### config.mk
export PLATFORM = sky130hd
export DESIGN_NAME = divider
export DESIGN_NICKNAME = d
export VERILOG_FILES = /design/src/rtl/divider.sv
export SDC_FILE = /design/constraint.sdc
export NUM_CORES = 1
export LEC_CHECK = 0
export CAP_MARGIN = 20
export CORE_MARGIN = 5
export CORE_UTILIZATION = 46
export CTS_CLUSTER_DIAMETER = 30
export CTS_CLUSTER_SIZE = 25
export DETAILED_ROUTE_END_ITERATION = 6
export PLACE_DENSITY = 0.75
export SLEW_MARGIN = 10
export SYNTH_ARGS = -nofsm -noshare
export SYNTH_HDL_FRONTEND = slang
export SYNTH_SLANG_ARGS = --single-unit
### constraint.sdc
create_clock -name clk -period 2.6 [get_ports clk]
set_input_delay 0.52 -clock clk [delete_from_list [all_inputs] [get_ports clk]]
set_output_delay 0.52 -clock clk [all_outputs]
set_load 0.02 [all_outputs]
### src/rtl/divider.sv
// Sequential 2N/N unsigned restoring divider with start/busy/done handshake.
// One quotient bit per clock; errors (divide-by-zero, quotient overflow) finish in one cycle.
module divider #(
  parameter int N = 16
) (
  input  logic           clk,
  input  logic           rst,
  input  logic           start,
  input  logic [2*N-1:0] D,
  input  logic [N-1:0]   B,
  output logic [N-1:0]   Q,
  output logic [N-1:0]   R,
  output logic           busy,
  output logic           done,
  output logic           dz,
  output logic           ovf
);

  localparam logic [1:0] IDLE = 2'd0;
  localparam logic [1:0] CALC = 2'd1;
  localparam logic [1:0] DONE = 2'd2;
  localparam int CW = $clog2(N);

  logic [1:0]    state;
  logic [N:0]    rem;
  logic [N-1:0]  sh;
  logic [N-1:0]  bq;
  logic [CW-1:0] cnt;
  logic [N+1:0]  diff;
  logic          neg;
  logic [N:0]    rem_nx;
  logic [N-1:0]  sh_nx;
  logic          accept;

  // Trial subtraction is one bit wider than the partial remainder so its MSB is the borrow.
  always_comb begin
    diff   = {rem, sh[N-1]} - {2'b00, bq};
    neg    = diff[N+1];
    rem_nx = neg ? {rem[N-1:0], sh[N-1]} : diff[N:0];
    sh_nx  = {sh[N-2:0], ~neg};
  end

  assign accept = start && (state != CALC);
  assign busy   = (state == CALC);
  assign done   = (state == DONE);

  always_ff @(posedge clk) begin
    if (rst) begin
      state <= IDLE;
      Q     <= '0;
      R     <= '0;
      dz    <= 1'b0;
      ovf   <= 1'b0;
      rem   <= '0;
      sh    <= '0;
      bq    <= '0;
      cnt   <= '0;
    end else if (accept) begin
      dz  <= 1'b0;
      ovf <= 1'b0;
      bq  <= B;
      if (B == '0) begin
        dz    <= 1'b1;
        ovf   <= 1'b1;
        Q     <= '1;
        R     <= D[N-1:0];
        state <= DONE;
      end else if (D[2*N-1:N] >= B) begin
        ovf   <= 1'b1;
        Q     <= '1;
        R     <= D[N-1:0];
        state <= DONE;
      end else begin
        rem   <= {1'b0, D[2*N-1:N]};
        sh    <= D[N-1:0];
        cnt   <= CW'(N-1);
        state <= CALC;
      end
    end else begin
      case (state)
        CALC: begin
          rem <= rem_nx;
          sh  <= sh_nx;
          if (cnt == '0) begin
            Q     <= sh_nx;
            R     <= rem_nx[N-1:0];
            state <= DONE;
          end else begin
            cnt <= cnt - 1'b1;
          end
        end
        DONE:    state <= IDLE;
        default: state <= IDLE;
      endcase
    end
  end

endmodule

# After elaboration in Yosys (flattened, before gate mapping)
# Index checks and enable logic that the tools add are counted.
# totals
reg_bits	89
inputBits	51
# op_classes
add_sub_neg	2
n_lt_le_gt_ge	1
n_eq_ne	8
n_mux	32
bitwise_logic	1
n_reduce_logical	8
# ops
operator	n
$mux W16	14
$mux W17	5
$mux W4	5
$sub A18 B16 Y18	1
$ge A16 B16 Y1	1
$logic_not A16 Y1	1
$mux W2	5
$ne A2 B2 Y1 const B	3
$ne A3 B1 Y1 const B	2
$reduce_and A3 Y1	2
$logic_not A4 Y1	1
$reduce_and A4 Y1	1
$reduce_bool A2 Y1	2
$sub A4 B1 Y4 const B	1
$mux W1	3
$eq A2 B1 Y1 const B	1
$eq A2 B2 Y1 const B	1
$ne A2 B1 Y1 const B	1
$logic_and A1 B1 Y1	1
$not A1 Y1	1

# Logic depth before layout (Yosys ltp)
# Gate-level depths: netlist of the first run.
# logic_depth
word_depth	5
mapped_depth	10

# Worst setup path after synthesis of the first run
# Ideal clock, no wire load.
# synth_timing
path_kind	reg2reg
start	register bq[4]
end	register rem[9]
setup_ps	91
arrival_time_ps	2530
setup_slack_ps	-21
path_stages_with_launch	11
path_buffers	1
period_less_slack_ps	2621
cell_sequence	dfxtp_1 -> inv_1 -> ha_1 -> and2_4 -> and4_4 -> a2111oi_2 -> o21ai_1 -> nand3_1 -> buf_4 -> mux2_2 -> a311oi_1
# synth_via
elab_chain_cells	4
# synth_lines
item	line	rtl
from (decl)	27	logic [N-1:0] bq;
from (signal assigned)	56	bq <= '0;
from (signal assigned)	61	bq <= B;
$sub A18 B16 Y18	37	diff = {rem, sh[N-1]} - {2'b00, bq};
$mux W17	39	rem_nx = neg ? {rem[N-1:0], sh[N-1]} : diff[N:0];
$mux W17	80	case (state)
$mux W17	58	end else if (accept) begin
to (signal assigned)	74	rem <= {1'b0, D[2*N-1:N]};
to (signal assigned)	82	rem <= rem_nx;
to (decl)	25	logic [N:0] rem;
# Every way passes these cells. The select of a mux whose other input is x is not followed.
# A chain may end at the register's enable or synchronous reset.

# Worst setup path in the final report of the first run
# layout_timing
start	register bq[5]
end	register rem[9]
# The elaborated chain is that of the path after synthesis.

==> results by group, run 1 <==
Run status
  – Status: finished, violations left
  – Failing checks: negative setup slack

GRT
  – Largest net degree at the start of global routing: 44
  – Gr ovfl total: 0
  – Number of global-route vias before repair: 5703
  – Overall Global Routing Usage: 26.3%
  – First-pass GRT wire length: 28100 um
  – Initial antenna violation count: 0

Min path
  – HP Class: reg -> reg
  – Worst Min Path Start: bq[4]

Critical path
  – CP Data Arrival Time: 3000 ps
  – R2R depth: 12
  – CP max stage delay: 470 ps
  – Worst path slowest cell: a2111oi_4
  – Crit. Startpoint: bq[5]
  – CP endpoint kind: flop
  – Crit Path Max Fanout: 5
  – Startpoint Class: flop
  – Critical R2R Launch: bq[5]
  – CP Class: reg -> reg
  – CP Cell Sequence: inv_2 -> ha_4 -> and2_4 -> and4_4 -> buf_4 -> a2111oi_4 -> o21ai_2 -> nand3_4 -> buf_6 -> buf_6 -> mux2_4 -> a311oi_2
  – Worst r2r dst: rem[9]
  – Setup crit end: rem[9]
  – CP dominant cell by count: buf_6
  – Reg2reg setup slack: -120 ps
  – Crit path required time: 2880 ps

Route
  – Residual DRC count: 0
  – Initial drt markers: 572
  – WL/cell: 19.2 um
  – Top sig layer: met4
  – Post-DRT Antenna Nets: 0
  – Vias: 5907
  – M1 wire length: 7680 um
  – Drt first pass iters: 5
  – Routed wl met2: 8960 um
  – Vias per cell: 6.04
  – Met3 Wirelength: 1480 um
  – Final wirelength: 18800 um

Floorplan
  – Die ar.: 0.0133 mm2
  – Row Count: 38
  – Die X-Extent: 116 um
  – Core footprint: 0.0109 mm2
  – Chip height: 116 um
  – Starting Density: 47.0%
  – Top Ports: 87

Layout
  – Nets: 918
  – ANT cells: 0
  – Final Core Density: 74.3%
  – Area delta synth->final: 57.9%
  – Share of cells above drive strength 1: 33.7%
  – Finished Cell Area: 0.00809 mm2

STA
  – WHS: 460 ps
  – Minimum clock period: 2720 ps
  – RSZ-0062 raised after global routing: true
  – Hold Vio Cnt, Final: 0
  – Setup ws final: -116 ps
  – F_max: 0.368 GHz
  – Skew final: 17.1 ps
  – Setup violators final: 16
  – Slew headroom: 57.3%
  – Slew at the pin closest to its max-slew limit: 641 ps
  – Fin. max-slew vios: 0
  – Period utilization: 104%

Clock network
  – Clock Tree Buf Depth: 2
  – H-tree depth: 3
  – TritonCTS clock tree: done
  – Clk sinks: 89
  – Num CTS Buffers: 9
  – Root Buffer: clkbuf_8
  – Clock transition at path regs: 90 ps
  – Worst skew pair latency: 370 ps

Yosys
  – Post-synth top area share: 34.8%
  – Synth unique cells: 66
  – Syn Nets: 710
  – Yosys warning total: 0
  – Mapped Area: 0.00512 mm2
  – Most used DFF post-synth: dfxtp_1
  – Synth area leader: dfxtp_1
  – Yosys reg bits: 89
  – Count leader, synth: dfxtp_1
  – Post-synth EDFFs: 0
  – Largest cells by area after synthesis: dfxtp_1, ha_1, nand2_1
  – Sequential fraction of the synthesis area: 34.8%
  – Avg Cell Area, Syn: 8.20 um2
  – Most frequent cells after synthesis: dfxtp_1, nand2_1, nor2_1, a21oi_1, inv_1
  – FFs w/ async S/R, synth: 0%
  – Synthesized instance count: 625

Power
  – Pwr dens: 815 mW/mm2
  – Peak VDD IR: 0.417 mV
  – P_leak: 0.00339 uW

Placement
  – Post-DP HPWL: 12900 um
  – Dpl cell area: 0.00698 mm2
  – Port bufs: 86
  – Placer Congestion: 0.954

Run
  – Max-Cap Viols: 0
-- power by group --
group	internal, uW	switching (uW)	total (uW)
combinational	1930	2010	3940
clock	386	538	924
sequential	1560	158	1720
total	3880	2710	6590
-- layout by cell type, fill, tap and decap left out, types with 12 or more instances in the layout --
master and instances:
o221a_2 15, mux2i_1 15, ha_1 18, nand3_1 12
buf_4 126, dfxtp_1 86, buf_6 14, clkdlybuf4s50_1 65
a211oi_1 22, inv_1 32, nor2_1 56, dlymetal6s2s_1 14
a21oi_1 42, nor3_1 14, nand2_1 77, ha_4 13
-- worst min-delay path by stage --
stage                        end  slack [ps]  cells past startpoint
after floorplan           bq[10]         440                      2
after global placement    bq[10]         450                      2
after detailed placement   bq[6]         450                      2
after CTS                  bq[6]         460                      2
after global routing      bq[11]         480                      2
final                      bq[4]         460                      2
-- metrics by stage --
stage,cells,setup TNS [ps],worst slack [ps],power [uW]
after detailed placement,936,-35040,-733,4640
after global placement,936,-29980,-618,4570
after CTS,962,0,1.25,5860
after floorplan,625,0,11.6,3320
final,978,-915,-116,6590
after global routing,978,-2680,-200,6890
-- timing repair --
action / 4_1_cts / 5_1_grt
gates resized for setup: 64 / 88
hold buffers: 0 / 0
endpoints found under the setup margin: 68 / 68
gates cloned: 1 / 1
buffers inserted: 9 / 17
pin swaps: 29 / 51
-- sequential cells by signal, indices dropped and copies added, names as in the netlist --
name   flops
Q         16
R         16
bq        16
cnt        4
dz         1
ovf        1
rem       17
sh        16
state      2
-- routing by layer --
metal	vias to the layer above	global-route usage, %
met5	-	0
met4	0	11.3
met3	70	5.38
met2	296	43.7
met1	2825	33.2
li1	2716	-
-- logic make-up (layout without fill, tap and decap cells) --
kind of cell,Yosys count,count (layout),synth area share (%)
buffers and inverters,79,292,6.01
XOR/XNOR,6,6,1.03
flip-flops,89,89,34.8
multiplexers,19,19,3.74
AO/OA/AOI/OAI,185,185,26.5
AND/OR/NAND/NOR,213,213,19.5
adder cells (fa/ha/maj),34,34,8.45
-- final cells by class --
type	count	area, um2
flip-flops and latches	89	1790
clock inverters	6	48.8
clock buffers	10	138
inverters	44	165
repair buffers	232	2110
well taps	140	175
multi-input cells	457	3660
fillers	749	2800
-- critical path: cells and delay by family (launching register included) --
family          cells  cell delay, ps
compound gates      3             850
buf+inv             4             410
flops               1             340
mux                 1             330
fa+ha+maj           1             250
simple gates        3             450
Note: power is estimated with default switching activity, not from simulation.
==> inputs of run 2 (changes only) <==
--- a/config.mk
+++ b/config.mk
@@ -13,3 +13,3 @@
 export DETAILED_ROUTE_END_ITERATION = 6
-export PLACE_DENSITY = 0.75
+export PLACE_DENSITY = 0.72
 export SLEW_MARGIN = 10
==> constraint.sdc (replaced) <==
create_clock -name clk -period 2.9 [get_ports clk]
set_input_delay 0.58 -clock clk [delete_from_list [all_inputs] [get_ports clk]]
set_output_delay 0.58 -clock clk [all_outputs]
set_load 0.005 [all_outputs]
==> run 2 against run 1 <==
Effect of this change:
- the flow now finishes without violations
- die area unchanged
- wire length down 16%
- first-iteration DRC count down 13%
- utilization is 11 points lower
- critical path depth fell by 2
- largest cell class unchanged
- non-clock buffer count down 67
- worst setup slack better by 230 ps
==> results by group, run 2 (synthesis results as in run 1) <==
Run status
  – Status: completed

Placement
  – Placer Congestion: 0.987 (+3.5%)
  – Port bufs: 86 (unchanged)
  – Place WS: -444 ps (+289 ps)
  – Post-DP HPWL: 12200 um (-5.6%)

STA
  – Slew at the pin closest to its max-slew limit: 745 ps (+104 ps)
  – Skew final: 11.2 ps (-5.91 ps)
  – Minimum clock period: 2780 ps (+67.1 ps)
  – Period utilization: 96.0% (-8.5 points)
  – RSZ-0062 raised after global routing: true
  – Fin. max-slew vios: 0 (unchanged)
  – F_max: 0.359 GHz (-2.4%)
  – Setup ws final: 117 ps (+233 ps)
  – Setup violators final: 0 (-16)
  – Setup TNS: 0 ps (+915 ps)
  – Hold Vio Cnt, Final: 0 (unchanged)
  – Slew headroom: 50.3% (-6.9 points)

Critical path
  – CP Data Arrival Time: 3000 ps (about the same)
  – Startpoint Class: flop
  – Crit path required time: 3120 ps (+240 ps)
  – R2R depth: 10 (-2)
  – CP Class: reg -> reg
  – Crit Path Max Fanout: 4 (-1)
  – CP endpoint kind: flop

Run
  – Max-Cap Viols: 0 (unchanged)

Floorplan
  – Die X-Extent: 116 um (unchanged)
  – Die ar.: 0.0133 mm2 (unchanged)
  – Starting Density: 47.0% (unchanged)
  – Chip height: 116 um (unchanged)
  – Core footprint: 0.0109 mm2 (unchanged)
  – Top Ports: 87 (unchanged)
  – Row Count: 38 (unchanged)

Power
  – Peak VDD IR: 0.339 mV (-19%)
  – Pwr dens: 684 mW/mm2 (-16%)
  – P_leak: 0.00285 uW (-16%)
  – Tot Pwr: 4730 uW (-28%)

Route
  – Post-DRT Antenna Nets: 0 (unchanged)
  – Final wirelength: 15700 um (-16%)
  – Residual DRC count: 0 (unchanged)
  – WL/cell: 17.3 um (-10%)
  – Vias per cell: 5.82 (-3.7%)
  – Vias: 5300 (-10%)
  – Drt first pass iters: 5 (unchanged)
  – Initial drt markers: 496 (-13%)

Layout
  – Most frequent cells in the layout: dfxtp_1, clkdlybuf4s50_1, nand2_1
  – Register name with the most flops: rem
  – Fill count: 948 (+27%)
  – ANT cells: 0 (unchanged)
  – Area delta synth->final: 35.1%
  – Multi-input combinational cell area: 0.00313 mm2 (-15%)
  – FF/Latch Area: 0.00178 mm2 (-0.21%)
  – Max reg flops: 17 (unchanged)
  – Share of cells above drive strength 1: 18.7% (-15 points)
  – Nets: 851 (-7.3%)
  – Final Core Density: 63.5% (-11 points)
  – Commonest non-fill, non-tap cell in the layout: dfxtp_1

Clock network
  – CTS Hold Bufs: 0 (unchanged)
  – Worst skew pair latency: 370 ps (about the same)
  – Clk sinks: 89 (unchanged)
  – Root Buffer: clkbuf_8
  – Clock Tree Buf Depth: 2 (unchanged)
  – H-tree depth: 3 (unchanged)
  – TritonCTS clock tree: done
  – Clock transition at path regs: 90 ps (about the same)
  – Num CTS Buffers: 9 (unchanged)

GRT
  – First-pass GRT wire length: 25300 um (-9.9%)
  – Gr ovfl total: 0 (unchanged)
  – Overall Global Routing Usage: 23.6% (-2.7 points)
  – GR peak layer: met2
  – Number of global-route vias before repair: 5126 (-10%)
  – GR Layer Usage met3: 5.17% (-0.21 points)
  – Met2 Use GR: 39.2% (-4.5 points)
  – Met1 usage in global routing: 31.3% (-1.9 points)
  – Largest net degree at the start of global routing: 68 (+55%)
  – Initial antenna violation count: 0 (unchanged)

Min path
  – Hold depth: 2 (unchanged)
  – HP Class: reg -> reg
-- run 2: worst paths after layout --
kind / start / to / slack, ps
max reg2reg: sh[15] / R[14] / 120
min: bq[10] / bq[10] / 460
max: sh[15] / R[14] / 120
min reg2reg: bq[10] / bq[10] / 460
-- run 2: worst max-delay path, cell delays in order, from the launching register on --
cell,delay [ps]
dfxtp_1,400
inv_1,60
ha_1,220
fa_1,420
nor2b_1,180
o211ai_1,190
nand4_1,230
and3_1,300
o211ai_1,180
a31oi_2,350
a2111oi_2,110
-- run 2: final cells by class --
| class | count | area share, % |
|---|---|---|
| Clock buffer | 10 | 1.84 |
| Clock inverter | 6 | 0.723 |
| Inverter | 44 | 2.39 |
| Multi-Input combinational cell | 457 | 45.3 |
| Sequential cell | 89 | 25.8 |
| Tap cell | 140 | 2.53 |
| Timing Repair Buffer | 165 | 21.5 |
-- run 2: layer usage --
metal,share of wire (%),vias to the layer above
li1,-,2577
met1,45,2497
met2,46,208
met3,7.4,18
met4,1.7,0
met5,0,-
-- run 2: stage by stage --
stage,instance area [um2],hold WS (ps),std cells
floorplan,5120,436,625
global placement,6580,445,890
detailed placement,6580,449,890
CTS,6760,463,906
global route,6920,474,911
finish,6920,461,911
-- run 2: report_power, final --
part | leakage, uW | total, uW | switching [uW] | internal [uW]
registers | 0.000734 | 1530 | 132 | 1400
clock network | 0.0000835 | 804 | 483 | 321
logic | 0.00203 | 2400 | 1280 | 1110
total | 0.00285 | 4730 | 1900 | 2840
-- run 2: what timing repair did --
item                                    CTS  global route
gates resized for setup                   2            25
endpoints found under the hold margin     0             0
gates cloned                              0             1
pin swaps                                 1            12
endpoints found under the setup margin    7            61
setup buffers                             0             4
